[config.mk]
export PLATFORM = sky130hd
export DESIGN_NAME = id_scoreboard
export DESIGN_NICKNAME = d
export VERILOG_FILES = /design/src/rtl/id_scoreboard.sv
export SDC_FILE = /design/constraint.sdc
export NUM_CORES = 1
export LEC_CHECK = 0
export BUFFER_PORTS_ARGS = -buffer_cell sky130_fd_sc_hd__buf_4
export CORE_ASPECT_RATIO = 1.5
export CORE_MARGIN = 10
export CORE_UTILIZATION = 45
export CTS_BUF_LIST = sky130_fd_sc_hd__clkbuf_4 sky130_fd_sc_hd__clkbuf_8 sky130_fd_sc_hd__clkbuf_16
export DETAILED_ROUTE_END_ITERATION = 8
export SYNTH_ARGS = -nofsm -noshare
export SYNTH_HDL_FRONTEND = slang
export SYNTH_SLANG_ARGS = --single-unit
[constraint.sdc]
create_clock -name clk -period 14.6 [get_ports clk]
set_input_delay 3.65 -clock clk [delete_from_list [all_inputs] [get_ports clk]]
set_output_delay 3.65 -clock clk [all_outputs]
set_load 0.01 [all_outputs]
[src/rtl/id_scoreboard.sv]
// Decode-stage register scoreboard: per-register in-flight age/latency tracking,
// load/MUL stall generation and per-operand forward-stage selection.
// Optional SCOREBOARD_PERF_EN adds stall_cycles / stall_hist performance outputs.
module id_scoreboard #(
    parameter int NUM_REGS = 32,
    parameter int ADDR_W   = 5,
    parameter int WB_DEPTH = 3,
    parameter int LOAD_LAT = 2,
    parameter int MUL_LAT  = 2,
    parameter int SEL_W    = $clog2(WB_DEPTH)
) (
    input  logic              clk,
    input  logic              rst,
    input  logic              id_valid,
    input  logic              flush,
    input  logic [ADDR_W-1:0] rs_addr,
    input  logic [ADDR_W-1:0] rt_addr,
    input  logic              rs_read,
    input  logic              rt_read,
    input  logic [ADDR_W-1:0] dst_addr,
    input  logic              dst_we,
    input  logic [1:0]        lat_class,
    output logic              stall,
    output logic              issue,
    output logic [SEL_W-1:0]  fwd_rs_sel,
    output logic [SEL_W-1:0]  fwd_rt_sel,
    output logic              busy
`ifdef SCOREBOARD_PERF_EN
    ,
    output logic [31:0]       stall_cycles,
    output logic [7:0]        stall_hist
`endif
);

    localparam int MAX_LAT    = WB_DEPTH - 1;
    localparam int LOAD_LAT_C = (LOAD_LAT < 1) ? 1 : ((LOAD_LAT > MAX_LAT) ? MAX_LAT : LOAD_LAT);
    localparam int MUL_LAT_C  = (MUL_LAT < 1) ? 1 : ((MUL_LAT > MAX_LAT) ? MAX_LAT : MUL_LAT);

    // Elaboration-time parameter sanity checks
    if (WB_DEPTH < 2) begin : g_bad_depth
        $error("id_scoreboard: WB_DEPTH must be at least 2");
    end
    if ((2 ** ADDR_W) < NUM_REGS) begin : g_bad_addr
        $error("id_scoreboard: ADDR_W too narrow for NUM_REGS");
    end
    if ((LOAD_LAT < 1) || (LOAD_LAT > MAX_LAT)) begin : g_bad_load
        $error("id_scoreboard: LOAD_LAT out of range 1..WB_DEPTH-1");
    end
    if ((MUL_LAT < 1) || (MUL_LAT > MAX_LAT)) begin : g_bad_mul
        $error("id_scoreboard: MUL_LAT out of range 1..WB_DEPTH-1");
    end

    logic [SEL_W-1:0] age     [NUM_REGS];
    logic [SEL_W-1:0] lat     [NUM_REGS];
    logic [SEL_W-1:0] age_nxt [NUM_REGS];
    logic [SEL_W-1:0] lat_nxt [NUM_REGS];
    logic             busy_nxt;

    logic [SEL_W-1:0] rs_age;
    logic [SEL_W-1:0] rs_lat;
    logic [SEL_W-1:0] rt_age;
    logic [SEL_W-1:0] rt_lat;
    logic             rs_haz;
    logic             rt_haz;
    logic             wr_en;
    logic [SEL_W-1:0] cls_lat;

    // Source operand lookup; register 0 is never tracked so it always reads as idle
    always_comb begin
        rs_age = '0;
        rs_lat = '0;
        rt_age = '0;
        rt_lat = '0;
        for (int r = 1; r < NUM_REGS; r++) begin
            if (rs_addr == ADDR_W'(r)) begin
                rs_age = age[r];
                rs_lat = lat[r];
            end
            if (rt_addr == ADDR_W'(r)) begin
                rt_age = age[r];
                rt_lat = lat[r];
            end
        end
    end

    always_comb begin
        rs_haz     = rs_read && (rs_age != '0) && (rs_age < rs_lat);
        rt_haz     = rt_read && (rt_age != '0) && (rt_age < rt_lat);
        stall      = id_valid && !flush && !rst && (rs_haz || rt_haz);
        issue      = id_valid && !flush && !rst && !(rs_haz || rt_haz);
        fwd_rs_sel = rs_age;
        fwd_rt_sel = rt_age;
        wr_en      = issue && dst_we && (dst_addr != '0);
    end

    always_comb begin
        case (lat_class)
            2'd1:    cls_lat = SEL_W'(LOAD_LAT_C);
            2'd2:    cls_lat = SEL_W'(MUL_LAT_C);
            default: cls_lat = SEL_W'(1);
        endcase
    end

    // Age every in-flight entry; a fresh issue to the same register restarts it
    always_comb begin
        age_nxt  = age;
        lat_nxt  = lat;
        busy_nxt = 1'b0;
        for (int r = 1; r < NUM_REGS; r++) begin
            if (wr_en && (dst_addr == ADDR_W'(r))) begin
                age_nxt[r] = SEL_W'(1);
                lat_nxt[r] = cls_lat;
            end else if (age[r] != '0) begin
                if ((int'(age[r]) + 1) >= WB_DEPTH) begin
                    age_nxt[r] = '0;
                end else begin
                    age_nxt[r] = age[r] + SEL_W'(1);
                end
            end
            if (age_nxt[r] != '0) begin
                busy_nxt = 1'b1;
            end
        end
    end

    always_ff @(posedge clk) begin
        if (rst) begin
            age  <= '{default: '0};
            lat  <= '{default: '0};
            busy <= 1'b0;
        end else begin
            age  <= age_nxt;
            lat  <= lat_nxt;
            busy <= busy_nxt;
        end
    end

`ifdef SCOREBOARD_PERF_EN
    // Stall counter (wrapping) and recent-stall history, newest in bit 0
    always_ff @(posedge clk) begin
        if (rst) begin
            stall_cycles <= '0;
            stall_hist   <= '0;
        end else begin
            if (stall) begin
                stall_cycles <= stall_cycles + 32'd1;
            end
            stall_hist <= {stall_hist[6:0], stall};
        end
    end
`endif

endmodule

==> flow_summary.json <==
{
  "cts.repair.resized": 0,
  "net_switching_power_figure_uw": 266,
  "report.final.setup_viol": 0,
  "power.share.clock_pct": 46.9,
  "post_synth_instance_area_mm2": 0.00864,
  "synthSimpleGateAreaFrac_pct": 28.0,
  "critPathArrivalTime_ns": 8.02,
  "num_antenna_cells": 0,
  "cts_tree": "yes",
  "finalInstanceArea_mm2": 0.00932,
  "detailedRoute.firstIterationViolations": 1251,
  "timing_hold_violations_final": 0,
  "total_leakage_power_uw": 0.00337,
  "async_flop_share_pct": 0,
  "worst_hold_slack_ns": 0.502,
  "crit_path_top_delay_cell": "buf_4",
  "synth_fa_ha_area_share_pct": 0.290,
  "share_seq_of_total_power_pct": 38.0,
  "netlist_instances": 1102,
  "post-route-period-util_pct": 79.9,
  "cp_slowest_stage_delay_ns": 0.67,
  "detailedRoute.firstPassIterationCount": 6,
  "initial_core_util_pct": 45.5,
  "crit_path_cell_trace": "buf_4 > nand2b_1 > o21ai_0 > a211o_1 > or4_1 > o221ai_2 > ha_1 > inv_1 > o2111a_1 > o311ai_1 > a21oi_1 > o21ai_2 > buf_4 > and2_1 > nand2_1 > inv_1 > buf_4",
  "ys_seq_elements": 125,
  "synth.area.mux_share_pct": 8.33,
  "cts_made_buffers": 17,
  "io_pins": 31,
  "clk_root_buffer_cell": "clkbuf_16",
  "internal_power_uw": 636,
  "cts-hold-fix-buffers": 0,
  "worst-slew-pin-transition_ns": 1.05,
  "irDropWorstVdd_uv": 80.8,
  "layout-area-overhead-vs-synth_pct": 7.80,
  "globalplace.congestion": 1.00,
  "number_of_enable_type_register_cells_in_the_synthesized_netlist": 0,
  "route.detailed.drc": 0,
  "outcome": "finished, final reports clean",
  "worst_setup_path_end_kind": "primary output",
  "finalWorstPathRequiredPeriod_ns": 11.67,
  "dominantRegCellSynth": "dfxtp_1",
  "setup_total_negative_slack_ns": 0,
  "maxCapViolations": 0,
  "combinational_family_with_the_most_area_after_synthesis": "simple AND/OR/NAND/NOR gates",
  "htree_levels": 4,
  "clock_latency_reported_for_the_late_side_of_the_worst_skew_pair_ns": 0.43,
  "design.core.area_mm2": 0.0190,
  "avgSynthCellArea_um2": 7.84,
  "synth_seq_area_share_pct": 29.0,
  "post_synth_xor_area_fraction_pct": 0.304,
  "core.rowCount": 62,
  "drive_above_1_share_pct": 11.8,
  "clock_tree.buffer_depth": 2,
  "cpLargestDelayFamily": "simple AND/OR/NAND/NOR gates",
  "grt_pass1_wl_um": 53600,
  "detail_route.wl_per_cell_um": 27.0,
  "timing.critical_path.fanout_max": 84,
  "dp_hpwl_um": 26800,
  "p_sw_share_pct": 29.4,
  "critical_path_most_common_cell": "buf_4",
  "most_repeated_cell_in_the_gate_level_netlist_after_synthesis": "dfxtp_1",
  "viasPerCell": 6.67,
  "synth.top_cells.by_count": "dfxtp_1, nor2_1, a21oi_1",
  "power_density_mw_per_mm2": 96.8,
  "routed-via-count": 8884,
  "route.final.wire_length_um": 36000,
  "rsz0062_at_grt": "false",
  "critical_path_data_required_time_ns": 10.95,
  "path_buf_inv": 5,
  "placement.cell_area_mm2": 0.00873,
  "netlist-cell-type-count": 95,
  "worst_setup_skew_after_layout_ns": 0.0122,
  "timing.slew.headroom_pct": 29.8,
  "clkTransAtPathRegs_ns": 0.06,
  "via_count_of_the_first_global_routing_pass": 8337,
  "fin_total_pwr_uw": 902,
  "start_kind": "input port",
  "overflow": 0,
  "grt_start_max_net_pins": 96,
  "grt_antenna_before_repair": 1,
  "number_of_pins_with_negative_max_slew_slack_in_the_final_report": 0,
  "setup.worst_path.class": "in2out",
  "gr-usage-all-layers_pct": 27.7,
  "die_width_um": 133,
  "drt.antenna.violating_nets": 0,
  "cts_sinks": 125,
  "post_cts.repair.setup_buffers": 0,
  "yosysWarnings": 0,
  "synthesized_nets": 1128,
  "fmaxAchievable_ghz": 0.0857,
  "dieArea_mm2": 0.0253,
  "final_net_count": 1089,
  "synth_compound_area_share_pct": 26.3,
  "hp-class": "reg2reg",
  "floorplan.die.height_um": 190,
  "area_share_of_the_leading_cell_type_in_the_synthesized_netlist_pct": 29.0,
  "placement.io_buffers": 30,
  "synth.top_cells.by_area": "dfxtp_1, mux2i_1, nor2_1",
  "synthDominantAreaCellType": "dfxtp_1",
  "pwr-share-comb_pct": 15.1
}
[layer usage]
layer	vias up	GRT usage (%)	wire, um
met5	-	0	18
met4	2	14.7	1930
met3	103	4.28	2820
met2	558	44.6	16600
met1	4223	35.0	14700
li1	3998	-	-
[power by group through the flow]
| stage | clock network [uW] | logic (uW) | registers (uW) |
|---|---|---|---|
| 4_1_cts | 427 | 132 | 343 |
| 6_report | 423 | 136 | 343 |
| 5_1_grt | 443 | 144 | 342 |
| 3_3_place_gp | 0 | 132 | 350 |
| 2_1_floorplan | 0 | 96.4 | 350 |
| 3_5_place_dp | 0 | 132 | 350 |
[flip-flops by register name, summed over array words and instances (netlist names)]
signal  count
age        62
lat        62
busy        1
[worst register-to-register path: stages, from the launching register on]
cell and delay [ns]:
dfxtp_1 0.36, mux2_2 0.28, o221ai_1 0.16, o41ai_1 0.12, a31oi_1 0.16, o22ai_1 0.11, a21oi_1 0.14, o22ai_1 0.17
a22oi_1 0.19, a31oi_1 0.06, o21ai_0 0.22, ha_1 0.20, inv_1 0.04, o2111a_1 0.13, o311ai_1 0.08, a21oi_1 0.08
o21ai_2 0.14, buf_4 0.29, nand3_2 0.39, or3_1 0.61, a2111oi_4 0.36, a41oi_2 0.17
[per-stage QoR]
| stage | util [%] | cells | setup WS (ns) |
|---|---|---|---|
| after global placement | 45.9 | 1300 | 3.07 |
| after CTS | 49.0 | 1332 | 3.01 |
| after floorplan | - | 1102 | 3.80 |
| final | 49.0 | 1332 | 2.93 |
| after global routing | 49.0 | 1332 | 2.60 |
| after detailed placement | 45.9 | 1300 | 3.03 |
[kinds of logic (layout without fill, tap and decap cells)]
logic type | Yosys count | count (layout)
AO/OA/AOI/OAI | 325 | 325
XOR/XNOR | 3 | 3
adder cells (fa/ha/maj) | 2 | 2
buffers and inverters | 134 | 108
flip-flops | 125 | 125
multiplexers | 68 | 68
AND/OR/NAND/NOR | 445 | 445
[worst paths after layout]
| kind | startpoint | endpoint | slack, ns | depth (start not counted) |
|---|---|---|---|---|
| setup / recovery | rs_addr[0] | issue | 2.93 | 17 |
| hold / removal | lat[46] | lat[46] | 0.50 | 2 |
| hold reg to reg | lat[46] | lat[46] | 0.50 | 2 |
| setup reg to reg | lat[45] | busy | 9.98 | 21 |
[area by class of cell]
class | count | area, um2
flip-flops and latches | 125 | 2500
repair buffers | 36 | 270
well taps | 256 | 320
inverters | 40 | 150
clock buffers | 21 | 480
fillers | 1932 | 9690
clock inverters | 11 | 108
multi-input cells | 843 | 5480
[cell usage in the layout, fill, tap and decap left out, types with 11 or more instances in the layout]
cell       instances
a211oi_1          20
a21oi_1           82
a22oi_1           13
buf_4             36
clkbuf_16         17
dfxtp_1          125
inv_1             37
mux2_2            11
mux2i_1           55
nand2_1           65
nand2b_1          53
nand3_1           29
nor2_1           115
nor2b_1           29
nor3_1            41
nor3b_1           11
o211ai_1          11
o21ai_0           45
o22ai_1           23
Note: power is estimated with default switching activity, not from simulation.
